File: config.mk
export PLATFORM = sky130hd
export DESIGN_NAME = io_port_bank
export DESIGN_NICKNAME = d
export VERILOG_FILES = /design/src/rtl/io_pkg.sv /design/src/rtl/hex_to_seg7.sv /design/src/rtl/io_port_bank.sv
export SDC_FILE = /design/constraint.sdc
export NUM_CORES = 1
export LEC_CHECK = 0
export ABC_AREA = 0
export ABC_CLOCK_PERIOD_IN_PS = 6800
export CORE_UTILIZATION = 50
export DETAILED_ROUTE_END_ITERATION = 10
export GPL_TIMING_DRIVEN = 0
export PLACE_DENSITY = 0.76
export SKIP_CTS_REPAIR_TIMING = 1
export SYNTH_ARGS = -nofsm -noshare
export SYNTH_HDL_FRONTEND = slang
export SYNTH_SLANG_ARGS = --single-unit
File: constraint.sdc
create_clock -name clock -period 6.8 [get_ports clock]
set_input_delay 1.36 -clock clock [delete_from_list [all_inputs] [get_ports clock]]
set_output_delay 1.36 -clock clock [all_outputs]
set_load 0.01 [all_outputs]
File: src/rtl/io_pkg.sv
// Shared register-map constants and field positions for the memory-mapped I/O bank.
package io_pkg;
  localparam int ADDR_DIG0 = 0;
  localparam int ADDR_SW   = 16;
  localparam int ADDR_CHG  = 17;
  localparam int ADDR_CTRL = 18;
  localparam int ADDR_TICK = 19;

  localparam int DIG_W         = 6;
  localparam int DIG_BLANK_BIT = 4;
  localparam int DIG_BLINK_BIT = 5;

  localparam logic [DIG_W-1:0] DIG_RST   = 6'b01_0000;
  localparam logic [6:0]       SEG_BLANK = 7'h7F;
endpackage

File: src/rtl/hex_to_seg7.sv
// Combinational hex nibble to active-low seven-segment decoder, bit order {g,f,e,d,c,b,a}.
module hex_to_seg7 (
  input  logic [3:0] hex_i,
  output logic [6:0] seg_o
);
  always_comb begin
    seg_o = 7'h7F;
    unique case (hex_i)
      4'h0: seg_o = 7'h40;
      4'h1: seg_o = 7'h79;
      4'h2: seg_o = 7'h24;
      4'h3: seg_o = 7'h30;
      4'h4: seg_o = 7'h19;
      4'h5: seg_o = 7'h12;
      4'h6: seg_o = 7'h02;
      4'h7: seg_o = 7'h78;
      4'h8: seg_o = 7'h00;
      4'h9: seg_o = 7'h10;
      4'hA: seg_o = 7'h08;
      4'hB: seg_o = 7'h03;
      4'hC: seg_o = 7'h46;
      4'hD: seg_o = 7'h21;
      4'hE: seg_o = 7'h06;
      4'hF: seg_o = 7'h0E;
    endcase
  end
endmodule

File: src/rtl/io_port_bank.sv
// Memory-mapped I/O bank: seven-segment digits with blank/blink, synchronised switches
// with sticky W1C change flags and an interrupt, and a registered read port.
module io_port_bank
  import io_pkg::*;
#(
  parameter int NUM_DIGITS = 6,
  parameter int SW_WIDTH   = 10,
  parameter int ADDR_WIDTH = 5,
  parameter int BLINK_DIV  = 25_000_000
) (
  input  logic                    clock,
  input  logic                    reset,
  input  logic [ADDR_WIDTH-1:0]   addr,
  input  logic                    write_enable,
  input  logic [31:0]             data_in,
  input  logic [SW_WIDTH-1:0]     io_in,
  output logic [7*NUM_DIGITS-1:0] io_out,
  output logic [31:0]             io_data_out,
  output logic                    sw_irq
);
  localparam int TICK_W = $clog2(BLINK_DIV);

  logic [NUM_DIGITS-1:0][DIG_W-1:0] dig_q, dig_d;
  logic [1:0]                       ctrl_q, ctrl_d;
  logic [SW_WIDTH-1:0]              s1_q, s2_q, prev_q, chg_q, chg_d, chg_clr;
  logic [TICK_W-1:0]                tick_q, tick_d;
  logic                             phase_q, phase_d;
  logic [31:0]                      rdata;
  logic                             wr_chg, wr_ctrl;
  logic                             unused_data;

  // Upper write-data bits have no storage; fold them into a sink.
  assign unused_data = ^data_in;

  assign wr_chg  = write_enable && (addr == ADDR_WIDTH'(ADDR_CHG));
  assign wr_ctrl = write_enable && (addr == ADDR_WIDTH'(ADDR_CTRL));

  always_comb begin
    dig_d = dig_q;
    for (int k = 0; k < NUM_DIGITS; k++)
      if (write_enable && (addr == ADDR_WIDTH'(ADDR_DIG0 + k)))
        dig_d[k] = data_in[DIG_W-1:0];
  end

  assign ctrl_d = wr_ctrl ? data_in[1:0] : ctrl_q;

  // A fresh edge on a bit re-sets it even if the same cycle writes 1 to clear it.
  assign chg_clr = wr_chg ? data_in[SW_WIDTH-1:0] : '0;
  assign chg_d   = (chg_q & ~chg_clr) | (s2_q ^ prev_q);
  assign sw_irq  = |chg_q;

  always_comb begin
    tick_d  = '0;
    phase_d = 1'b0;
    if (ctrl_q[1]) begin
      if (tick_q == TICK_W'(BLINK_DIV - 1)) begin
        tick_d  = '0;
        phase_d = ~phase_q;
      end else begin
        tick_d  = tick_q + 1'b1;
        phase_d = phase_q;
      end
    end
  end

  always_comb begin
    rdata = '0;
    for (int k = 0; k < NUM_DIGITS; k++)
      if (addr == ADDR_WIDTH'(ADDR_DIG0 + k)) rdata[DIG_W-1:0] = dig_q[k];
    if (addr == ADDR_WIDTH'(ADDR_SW))   rdata[SW_WIDTH-1:0] = s2_q;
    if (addr == ADDR_WIDTH'(ADDR_CHG))  rdata[SW_WIDTH-1:0] = chg_q;
    if (addr == ADDR_WIDTH'(ADDR_CTRL)) rdata[1:0]          = ctrl_q;
    if (addr == ADDR_WIDTH'(ADDR_TICK)) rdata[TICK_W-1:0]   = tick_q;
  end

  always_ff @(posedge clock or posedge reset) begin
    if (reset) begin
      dig_q       <= {NUM_DIGITS{DIG_RST}};
      ctrl_q      <= 2'b11;
      s1_q        <= '0;
      s2_q        <= '0;
      prev_q      <= '0;
      chg_q       <= '0;
      tick_q      <= '0;
      phase_q     <= 1'b0;
      io_data_out <= '0;
    end else begin
      dig_q       <= dig_d;
      ctrl_q      <= ctrl_d;
      s1_q        <= io_in;
      s2_q        <= s1_q;
      prev_q      <= s2_q;
      chg_q       <= chg_d;
      tick_q      <= tick_d;
      phase_q     <= phase_d;
      io_data_out <= rdata;
    end
  end

  for (genvar k = 0; k < NUM_DIGITS; k++) begin : g_dig
    logic [6:0] seg;
    logic       dark;
    hex_to_seg7 u_dec (.hex_i(dig_q[k][3:0]), .seg_o(seg));
    assign dark = !ctrl_q[0] || dig_q[k][DIG_BLANK_BIT] ||
                  (dig_q[k][DIG_BLINK_BIT] && ctrl_q[1] && phase_q);
    assign io_out[7*k +: 7] = dark ? SEG_BLANK : seg;
  end
endmodule

==> flow_metrics.env <==
export IMPL_synth_async_reset_ratio_pct=100.0
export IMPL_grt_pass1_wl_mm=27.87
export IMPL_ys_ff_latch=129
export IMPL_portBuffers=91
export IMPL_final_common_cell="dfrtp_1"
export IMPL_h_tree_depth=4
export IMPL_drt_iter0_drc=446
export IMPL_status="completed"
export IMPL_tightest_slew_ns=0.5625
export IMPL_yosysUniqueCellTypes=63
export IMPL_ioPinCount=125
export IMPL_worstPathArrival_ns=2.48
export IMPL_power_density_nw_per_um2=274.7
export IMPL_post_drt_wl_per_cell_um=16.98
export IMPL_end_kind="primary output"
export IMPL_drv_cap=0
export IMPL_max_freq_mhz=260.6
export IMPL_vias=5760
export IMPL_nNetsFinal=894
export IMPL_clk_pin_slew_worst_paths_ns=0.06
export IMPL_synth_edff_count=0
export IMPL_layout_drive_gt1_share_pct=16.34
export IMPL_synthToLayoutAreaGrowth_pct=25.43
export IMPL_avgViaCountPerCell=5.760
export IMPL_fin_util_pct=64.80
export IMPL_ys_flop_type="dfrtp_1"
export IMPL_finalSetupTns_ns=0
export IMPL_wl_mm=16.98
export IMPL_antennaDiodeCount=0
export IMPL_start_util_pct=51.66
export IMPL_first_global_vias=5500
export IMPL_setup_viol=0
export IMPL_post_synth_main_area_contributors="dfrtp_1 42%, mux2_2 7.3%, ha_1 6.4%, o211ai_1 4.6%, nand2_1 3.6%"
export IMPL_cts_sinks=129
export IMPL_path_delay_family="buffers and inverters"
export IMPL_syn_inst=690
export IMPL_finalHoldViolCount=0
export IMPL_synth_top_area_share_pct=41.90
export IMPL_critPathLaunchType="flop"
export IMPL_placed_area_um2=8418
export IMPL_syn_cell_area_um2=7227
export IMPL_grt_util_all_layers_pct=24.05
export IMPL_tritoncts="yes"
export IMPL_dieArea_um2=14940
export IMPL_die_height_um=122.2
export IMPL_fin_skew_ns=0.006937
export IMPL_drc=0
export IMPL_rsz0062_at_grt="false"
export IMPL_ys_warnings_count=0
export IMPL_fillCellCount=1103
export IMPL_final_area_um2=9065
export IMPL_cts_made_buffers=17
export IMPL_grt_max_degree=79
export IMPL_path_cells="and2_1 > clkbuf_1 > a21oi_1 > o211ai_1 > clkdlybuf4s50_1"
export IMPL_ys_seq_area_share_pct=44.81
export IMPL_hp_class="reg2reg"
export IMPL_peakVddDrop_mv=0.1629
export IMPL_cts_buffer_depth=2
export IMPL_synth_top_area_cell="dfrtp_1"
export IMPL_worstPathRequired_ns=5.44
export IMPL_cp_max_fo=7
export IMPL_cp_num_buf_inv=2
export IMPL_grt_overflow_total=0
export IMPL_crit_type="reg2out"
export IMPL_period_minus_slack_ns=3.838
export IMPL_place_congestion=0.9042
export IMPL_cpPeakStageDelay_ns=0.60
export IMPL_slowest_stage="clkdlybuf4s50_1"
export IMPL_final_max_slew_viol_count=0
export IMPL_dr_pass1_iters=5
export IMPL_avgSynthCellArea_um2=10.47
export IMPL_die_x_um=122.2
export IMPL_rows=43
export IMPL_insertion_delay_ns=0.41
export IMPL_ant_nets=0
export IMPL_final_cell_mix="121 x dfrtp_1, 91 x clkdlybuf4s50_1, 69 x nand2_1, 47 x mux2_2, 44 x o211ai_1"
export IMPL_finalCritPeriodShare_pct=56.44
export IMPL_relSlewSlack_pct=62.50
export IMPL_antenna_found_initial=0
export IMPL_root_buffer="clkbuf_16"
export IMPL_p_leak_uw=0.003729
export IMPL_core_area_um2=13990
export IMPL_dpl_hpwl_mm=12.31
## stage by stage
step                power, uW  hold slack (ns)  std cells  setup slack [ns]
floorplan                1275           0.3312        696             2.012
global placement         1485           0.3331        967            0.4466
detailed placement       1510           0.3347        968             3.385
CTS                      2502           0.3422       1000             2.963
global route             2613           0.3543       1000             2.825
finish                   2490           0.3403       1000             2.962
## path summary, 6_finish.rpt
| check | start | to | slack, ns | cells after the start |
|---|---|---|---|---|
| min reg2reg | s1_q[7] | s2_q[7] | 0.34 | 0 |
| min in group asynchronous | reset | io_data_out[19] | 1.37 | 2 |
| min | s1_q[7] | s2_q[7] | 0.34 | 0 |
| max reg2reg | tick_q[6] | tick_q[22] | 4.81 | 5 |
| max | ctrl_q[1] | io_out[34] | 2.96 | 5 |
| max in group asynchronous | reset | dig_q[34] | 4.68 | 3 |
## cells in the mapped netlist (9+ instances only)
master,number
mux2_2,47
inv_1,16
ha_1,37
clkbuf_1,21
dfrtp_1,121
a21o_1,10
and2_1,21
mux2i_1,10
o211ai_1,44
a21oi_1,27
o21a_1,12
nand2_1,69
buf_2,17
nand3_1,28
o21ai_0,24
nand2b_1,18
xor2_1,15
nor2_1,21
buf_4,9
## per-layer routing
layer | vias to the layer above | part of all wire (%) | track usage, %
li1 | 2699 | - | -
met4 | 0 | 2.7 | 8.765
met2 | 189 | 47 | 38.24
met1 | 2834 | 45 | 32.34
met3 | 38 | 4.6 | 5.158
met5 | - | 0 | 0
## state kept, by name, summed over array words and instances, names as in the netlist
name / count
dig_q: 36
io_data_out: 25
tick_q: 25
chg_q: 10
prev_q: 10
s1_q: 10
s2_q: 10
ctrl_q: 2
phase_q: 1
## report_power, final
| part | total (uW) | switching (uW) | internal, uW | leakage (uW) |
|---|---|---|---|---|
| clock | 987 | 359 | 627 | 0.000318 |
| sequential | 909 | 74.1 | 835 | 0.00161 |
| combinational | 594 | 306 | 288 | 0.00180 |
## logic make-up (layout without fill, tap and decap cells)
kind of cell | Yosys count | count (layout) | synth area share [%]
adder cells (fa/ha/maj) | 37 | 37 | 6.406
multiplexers | 61 | 61 | 9.955
other | 1 | 7 | 0.05189
AND/OR/NAND/NOR | 232 | 232 | 18.37
XOR/XNOR | 20 | 20 | 2.424
buffers and inverters | 65 | 189 | 4.346
flip-flops | 129 | 129 | 44.81
AO/OA/AOI/OAI | 145 | 145 | 13.64
## area by class of cell
type / instances / area, um2 / share of cell area, %
buffer: 49 / 254.0 / 2.802
clock buffer: 17 / 425.4 / 4.693
clock inverter: 15 / 221.5 / 2.443
inverter: 16 / 65.06 / 0.7177
multi-input combinational: 502 / 3697 / 40.79
sequential: 129 / 3238 / 35.72
tap: 180 / 225.2 / 2.484
timing repair buffer: 92 / 938.4 / 10.35
## worst reg2reg max path, stage by stage, from the launching register on
cell	delay, ns
dfrtp_1	0.47
nor4b_1	0.37
nand4_1	0.26
o31ai_4	0.37
buf_2	0.31
a21oi_1	0.08
No activity file was read; power rests on OpenSTA's default activity.
